## src/rtl/vga_pkg.sv

```systemverilog
// Shared timing constants and coordinate type for the VGA raster path.
package vga_pkg;

   localparam int COORD_W = 10;
   typedef logic [COORD_W-1:0] coord_t;

   localparam int DEF_TICK_DIV = 2;

   localparam int DEF_H_VIS  = 640;
   localparam int DEF_H_FP   = 16;
   localparam int DEF_H_SYNC = 96;
   localparam int DEF_H_BP   = 48;

   localparam int DEF_V_VIS  = 480;
   localparam int DEF_V_FP   = 10;
   localparam int DEF_V_SYNC = 2;
   localparam int DEF_V_BP   = 33;

   function automatic int total(
      input int vis,
      input int fp,
      input int sync,
      input int bp
   );
      return vis + fp + sync + bp;
   endfunction

   localparam int DEF_H_TOTAL =
      total(DEF_H_VIS, DEF_H_FP, DEF_H_SYNC, DEF_H_BP);
   localparam int DEF_V_TOTAL =
      total(DEF_V_VIS, DEF_V_FP, DEF_V_SYNC, DEF_V_BP);

endpackage

```

## src/rtl/vga_sync_gen_pix_tick_gen.sv

```systemverilog
// Clock-enable divider: one-cycle tick every TICK_DIV clocks.
module pix_tick_gen #(
   parameter int TICK_DIV = 2
) (
   input  logic iclk,
   input  logic irst_n,
   output logic otick
);

   localparam int CNT_W =
      (TICK_DIV > 1) ? $clog2(TICK_DIV) : 1;
   localparam logic [CNT_W-1:0] LAST =
      CNT_W'(TICK_DIV - 1);

   logic [CNT_W-1:0] div_cnt_q;
   logic [CNT_W-1:0] div_cnt_d;

   always_comb begin
      div_cnt_d = div_cnt_q + CNT_W'(1);
      if (div_cnt_q == LAST) begin
         div_cnt_d = '0;
      end
   end

   always_ff @(posedge iclk or negedge irst_n) begin
      if (!irst_n) begin
         div_cnt_q <= '0;
      end else begin
         div_cnt_q <= div_cnt_d;
      end
   end

   assign otick = (div_cnt_q == LAST);

endmodule

```

## src/rtl/vga_sync_gen.sv

```systemverilog
// 640x480 raster counters with sync/visible decode, all in the iclk domain.
module vga_sync_gen
   import vga_pkg::*;
#(
   parameter int TICK_DIV = DEF_TICK_DIV,
   parameter int H_VIS    = DEF_H_VIS,
   parameter int H_FP     = DEF_H_FP,
   parameter int H_SYNC   = DEF_H_SYNC,
   parameter int H_BP     = DEF_H_BP,
   parameter int V_VIS    = DEF_V_VIS,
   parameter int V_FP     = DEF_V_FP,
   parameter int V_SYNC   = DEF_V_SYNC,
   parameter int V_BP     = DEF_V_BP
) (
   input  logic       iclk,
   input  logic       irst_n,
   output logic       ohsync,
   output logic       ovsync,
   output logic       ovideo_on,
   output logic [9:0] opix_x,
   output logic [9:0] opix_y,
   output logic       opix_tick,
   output logic       oframe_start
);

   localparam int H_TOTAL = total(H_VIS, H_FP, H_SYNC, H_BP);
   localparam int V_TOTAL = total(V_VIS, V_FP, V_SYNC, V_BP);

   localparam coord_t H_LAST   = coord_t'(H_TOTAL - 1);
   localparam coord_t V_LAST   = coord_t'(V_TOTAL - 1);
   localparam coord_t H_VIS_C  = coord_t'(H_VIS);
   localparam coord_t V_VIS_C  = coord_t'(V_VIS);
   localparam coord_t HS_FIRST = coord_t'(H_VIS + H_FP);
   localparam coord_t HS_LAST  = coord_t'(H_VIS + H_FP + H_SYNC - 1);
   localparam coord_t VS_FIRST = coord_t'(V_VIS + V_FP);
   localparam coord_t VS_LAST  = coord_t'(V_VIS + V_FP + V_SYNC - 1);

   logic   tick_en;
   coord_t x_q, x_d;
   coord_t y_q, y_d;
   logic   hsync_q, hsync_d;
   logic   vsync_q, vsync_d;
   logic   video_q, video_d;
   logic   tick_q, tick_d;
   logic   fstart_q, fstart_d;

   pix_tick_gen #(
      .TICK_DIV(TICK_DIV)
   ) u_tick (
      .iclk  (iclk),
      .irst_n(irst_n),
      .otick (tick_en)
   );

   // Decode from next-state coordinates so outputs never lag x/y.
   always_comb begin
      x_d = x_q;
      y_d = y_q;
      if (tick_en) begin
         if (x_q == H_LAST) begin
            x_d = '0;
            if (y_q == V_LAST) begin
               y_d = '0;
            end else begin
               y_d = y_q + coord_t'(1);
            end
         end else begin
            x_d = x_q + coord_t'(1);
         end
      end
      hsync_d  = !((x_d >= HS_FIRST) && (x_d <= HS_LAST));
      vsync_d  = !((y_d >= VS_FIRST) && (y_d <= VS_LAST));
      video_d  = (x_d < H_VIS_C) && (y_d < V_VIS_C);
      tick_d   = tick_en;
      fstart_d = tick_en && (x_d == '0) && (y_d == '0);
   end

   always_ff @(posedge iclk or negedge irst_n) begin
      if (!irst_n) begin
         x_q      <= H_LAST;
         y_q      <= V_LAST;
         hsync_q  <= 1'b1;
         vsync_q  <= 1'b1;
         video_q  <= 1'b0;
         tick_q   <= 1'b0;
         fstart_q <= 1'b0;
      end else begin
         x_q      <= x_d;
         y_q      <= y_d;
         hsync_q  <= hsync_d;
         vsync_q  <= vsync_d;
         video_q  <= video_d;
         tick_q   <= tick_d;
         fstart_q <= fstart_d;
      end
   end

   assign opix_x       = x_q;
   assign opix_y       = y_q;
   assign ohsync       = hsync_q;
   assign ovsync       = vsync_q;
   assign ovideo_on    = video_q;
   assign opix_tick    = tick_q;
   assign oframe_start = fstart_q;

endmodule

```

## config.mk

```make
export PLATFORM = sky130hd
export DESIGN_NAME = vga_sync_gen
export DESIGN_NICKNAME = d
export VERILOG_FILES = /design/src/rtl/vga_pkg.sv /design/src/rtl/vga_sync_gen_pix_tick_gen.sv /design/src/rtl/vga_sync_gen.sv
export SDC_FILE = /design/constraint.sdc
export NUM_CORES = 1
export LEC_CHECK = 0
export ABC_AREA = 0
export CAP_MARGIN = 20
export CORE_MARGIN = 1
export CORE_UTILIZATION = 56
export DETAILED_ROUTE_END_ITERATION = 10
export HOLD_SLACK_MARGIN = 0.1
export PLACE_DENSITY = 0.95
export SLEW_MARGIN = 40
export SYNTH_ARGS = -nofsm -noshare
export SYNTH_HDL_FRONTEND = slang
export SYNTH_SLANG_ARGS = --single-unit
```

## constraint.sdc

```tcl
create_clock -name iclk -period 3.98 [get_ports iclk]
set_clock_uncertainty 0.15 [all_clocks]
set_input_delay 1.194 -clock iclk [delete_from_list [all_inputs] [get_ports iclk]]
set_output_delay 1.194 -clock iclk [all_outputs]
set_load 0.005 [all_outputs]
```

==> After elaboration in Yosys (flattened, before gate mapping) <==
Cells that the tools add are included.
{ "totals": {"regBits": 26, "in_bits": 2, "out_inout_bits": 25} }
{ "op_classes": {"n_addsub": 3, "order_cmp": 6, "n_eq_ne": 2, "n_mux": 6, "n_reduce_logical": 9} }
{ "ops": {"columns": ["op", "count"], "rows": [
  ["10-bit two-way mux", 5],
  ["10-bit by 1-bit adder with 10-bit output, second input constant", 2],
  ["10-bit == test, second input constant", 2],
  ["10-bit logical NOT", 2],
  ["10-bit >= comparator, second input constant", 1],
  ["10-bit by 9-bit >= comparator with 1-bit output, second input constant", 1],
  ["10-bit <= comparator, second input constant", 1],
  ["10-bit by 9-bit <= comparator with 1-bit output, second input constant", 1],
  ["10-bit < comparator, second input constant", 1],
  ["10-bit by 9-bit < comparator with 1-bit output, second input constant", 1],
  ["1-bit logical AND", 5],
  ["1-bit logical NOT", 2],
  ["1-bit adder, second input constant", 1],
  ["1-bit two-way mux", 1]
]} }

==> Logic depth before layout (Yosys ltp) <==
{ "logic_depth": {"ltp_word": 7, "mapped_depth": 8, "depth_no_buf": 8} }

==> Modules after synthesis <==
Synthesis repeated with hierarchy kept, for this count alone.
{ "unflattened": {"hier_cells": 173, "hier_area_um2": 1595.3} }
{ "modules_own_cells": {"columns": ["module", "instances", "cells_each", "area_per_inst_um2", "seq_area_each_um2"], "rows": [
  ["vga_sync_gen", 1, 171, 1566.5, 640.6],
  ["pix_tick_gen", 1, 2, 28.8, 25.0]
]} }

==> Worst setup path after synthesis <==
Ideal clock, no wire load.
{ "synth_path": {"path_kind": "register -> register", "from": "register x_q[0], in the netlist opix_x[0]", "to": "register fstart_q, in the netlist oframe_start", "setup_ps": 96, "arrival_ps": 2474, "required_ps": 3734, "slack_ps": 1260, "path_stages_with_launch": 9, "path_buffers": 1, "period_less_slack_ps": 2720, "cell_sequence": "dfstp_2 ha_1 or4b_4 buf_6 or3_4 nor3_4 xnor2_1 a31o_1 nor4_2"} }
{ "synth_via": {"word_cells_on_any_way": 10, "cone_classes": "1 x add/sub; 1 x eq/ne; 4 x mux; 4 x reduce/logical"} }
{ "synth_lines": {"columns": ["item", "line", "text"], "rows": [
  ["start: declaration", "vga_sync_gen.sv:39", "coord_t x_q, x_d;"],
  ["start signal: assignment", "vga_sync_gen.sv:80", "x_q <= H_LAST;"],
  ["start signal: assignment", "vga_sync_gen.sv:88", "x_q <= x_d;"],
  ["10-bit == test", "vga_sync_gen.sv:60", "if (x_q == H_LAST) begin"],
  ["10-bit two-way mux", "vga_sync_gen.sv:60", null],
  ["10-bit two-way mux", "vga_sync_gen.sv:59", "if (tick_en) begin"],
  ["named net y_d[8]", "vga_sync_gen.sv:40", "coord_t y_q, y_d;"],
  ["10-bit logical NOT", "vga_sync_gen.sv:75", "fstart_d = tick_en && (x_d == '0) && (y_d == '0);"],
  ["1-bit logical AND", "vga_sync_gen.sv:75", null],
  ["named net fstart_d", "vga_sync_gen.sv:45", "logic fstart_q, fstart_d;"],
  ["end signal: assignment", "vga_sync_gen.sv:94", "fstart_q <= fstart_d;"],
  ["end: declaration", "vga_sync_gen.sv:45", null]
]} }
The timed path passes the listed nets, and every way through them passes these cells.

==> Worst setup path after layout <==
{ "layout_path": {"from": "register x_q[0], in the netlist opix_x[0]", "to": "register fstart_q, in the netlist oframe_start"} }
{ "layout_via": {"elab_chain_len": 6, "word_cells_on_any_way": 10, "cone_classes": "1 x add/sub; 1 x eq/ne; 4 x mux; 4 x reduce/logical"} }
{ "layout_rtl": {"columns": ["item", "line"], "rows": [
  ["10-bit by 1-bit adder with 10-bit output or 10-bit == test (tied branches)", "vga_sync_gen.sv:68, vga_sync_gen.sv:60"],
  ["10-bit two-way mux", "vga_sync_gen.sv:60"],
  ["10-bit two-way mux", "vga_sync_gen.sv:59"],
  ["10-bit logical NOT", "vga_sync_gen.sv:75"],
  ["1-bit logical AND", "vga_sync_gen.sv:75"],
  ["1-bit logical AND *", "vga_sync_gen.sv:75"],
  ["named net fstart_d", "vga_sync_gen.sv:45"]
]} }
Mark *: on every way through the listed nets, which the timed path passes. The rest lies on a longest branch.

==> flow_summary.yaml <==
setup_path:
  critPathLaunchType: "flip-flop"
  cp-end-kind: "flip-flop"
  worstPathArrival_ps: 3000
  critPathKind: "flip-flop to flip-flop"
  path_max_fanout: 7
  cp.required_ps: 4060
synthesis:
  muxShareOfSynthArea_pct: 0
  synth_top_family_by_area: "simple AND/OR/NAND/NOR gates"
  synth.most_common_cell: "nand2_1"
  ys_ff_latch: 26
  ys_async_sr_fraction_pct: 100.0
  netlist_area_um2: 1561
  synthCells: 169
  syn_nets: 174
  synth-simple-area-share_pct: 28.29
  yosysWarnings: 0
  yosys.area.top_type: "dfrtp_1"
  yosysSeqAreaShare_pct: 42.63
  yosys_most_used_dff: "dfrtp_1"
  synth-edff-count: 0
  synth_fa_ha_area_share_pct: 2.404
  synth_common_cells: "17 x nand2_1, 14 x dfrtp_1, 12 x dfstp_2, 12 x xnor2_1"
  synth_compound_area_share_pct: 11.54
  netlist_top_cells_area: "dfrtp_1 22%, dfstp_2 20%, xnor2_1 6.7%"
  ys_types: 44
  netlist.area_leader.share_pct: 22.44
  synthXorXnorAreaFrac_pct: 8.413
  syn_avg_cell_area_um2: 9.240
floorplanning:
  row_count: 18
  initial_core_util_pct: 61.36
  core_area_um2: 2545
  fp.dieW_um: 54.81
  io_pins: 27
  die_h_um: 54.81
  die_area_um2: 3004
timing:
  post-route-min-period_ps: 2924
  max_freq_ghz: 0.3420
  fin_crit_sh_pct: 73.46
  setup_viol: 0
  slew_violations: 0
  worst_slack_ps: 1056
  slew_headroom_pct: 48.21
  worst_slew_pin_slew_ps: 770.9
  tns_ps: 0
  hold_viol: 0
  holdWs_ps: 411.4
  rsz0062_at_grt: "no"
power:
  p_leak_nw: 0.7050
  power_frac_clock_pct: 33.1
  p_seq_share_pct: 65.4
  p_int_mw: 0.3219
  p_sw_mw: 0.08311
  switching_share_pct: 20.52
  ir_drop_mv: 0.2126
  total_power_mw: 0.4050
  power_frac_comb_pct: 1.5
  p_per_area_nw_per_um2: 220.5
cells_and_area:
  final_area_um2: 1837
  n_antenna_cell: 0
  drive_gt1_share_pct: 15.87
  area_growth_pct: 17.63
  fin_util_pct: 72.17
  instances_no_fill: 219
  num-nets-final: 195
placed_design:
  place_worst_setup_slack_ps: 1078
  gp_congestion: 0.9045
  place_area_um2: 1794
  place_inst: 215
  io_buffers: 26
  hpwlAfterDp_um: 2502
global_route:
  antenna_found_initial: 0
  grt_pass1_wl_um: 5513
  track_usage_pct: 26.43
  grt-ovfl-total: 0
  grt_max_degree: 24
  grt_pass1_vias: 1181
clocking:
  clockBufferDepth: 2
  clockRootBuffer: "clkbuf_4"
  cts_inserted_buffers: 3
  cts.sinks: 26
  tritoncts: "yes"
  htreeDepth: 1
  clk_pin_slew_ps: 140
  cts_resized: 0
  cts_hold_buf: 0
  insertion_delay_ps: 320
  post_cts_buffers: 0
min_path:
  hold_path_class: "flip-flop to flip-flop"
drt:
  vias: 1356
  initialDrtViolationCount: 64
  wl_per_cell_um: 15.93
  first_pass_iters: 4
  drc_errors: 0
  drt_wl_total_um: 3489
  ant_nets: 0
  viasPerCell: 6.192
job:
  max_cap_viol_count: 0
run_status:
  outcome: "completed"
cell families after synthesis:
family | after synthesis
fa+ha+maj | 3
buf+inv | 21
simple gates | 74
compound gates | 30
xor+xnor | 15
flops | 26
placed cells by master, fill, tap and decap left out, types with 2 or more instances in the layout:
master,instances
nor4_1,2
dfstp_2,12
or2_2,2
a31oi_1,3
xnor2_1,12
ha_1,3
nand2_1,17
a21oi_1,6
nor4_2,4
xor2_1,3
o2bb2ai_1,2
o22ai_1,2
nor3_1,5
clkdlybuf4s50_1,25
nand3_1,8
inv_1,10
nor2_1,10
clkbuf_4,3
nand4_1,11
o21ai_0,11
dfrtp_1,14
power groups by stage:
stage / clock (mW) / sequential, mW / combinational [mW]
finish: 0.134 / 0.265 / 0.00588
global route: 0.148 / 0.265 / 0.00718
CTS: 0.137 / 0.265 / 0.00637
detailed placement: 0 / 0.269 / 0.00635
global placement: 0 / 0.269 / 0.00664
floorplan: 0 / 0.269 / 0.000000322
routing by layer:
metal	vias to the layer above	routed length, µm	global-route usage [%]
met3	4	197	3.333
li1	641	-	-
met5	-	0	0
met1	649	1469	34.84
met2	62	1778	43.17
met4	0	44	11.11
registers in the layout, indices dropped and copies added (netlist names):
signal,cells
u_tick.otick,1
ovsync,1
opix_x,10
ovideo_on,1
oframe_start,1
opix_tick,1
opix_y,10
ohsync,1
worst paths after layout:
path	start	end	slack, ps	cells past startpoint
max	opix_x[0]	oframe_start	1060	7
min	opix_x[1]	opix_x[1]	410	1
max reg2reg	opix_x[0]	oframe_start	1060	7
min reg2reg	opix_x[1]	opix_x[1]	410	1
max in group asynchronous	irst_n	opix_x[3]	2480	2
min in group asynchronous	irst_n	opix_y[0]	660	1
final cells by class:
type | instances | area [µm²]
multi-input cells | 122 | 797.0
fillers | 189 | 708.2
flip-flops and latches | 26 | 665.6
repair buffers | 27 | 262.8
inverters | 10 | 37.54
well taps | 30 | 37.54
clock buffers | 4 | 36.28
worst max-delay path: stages, from the launching register on:
cell and delay, ps:
dfstp_2 630, ha_1 250, or4b_4 540, nor3_1 660, nand2b_1 230, a21o_1 210
o211ai_1 100, nor4_2 70
No activity file was read; power rests on OpenSTA's default activity.
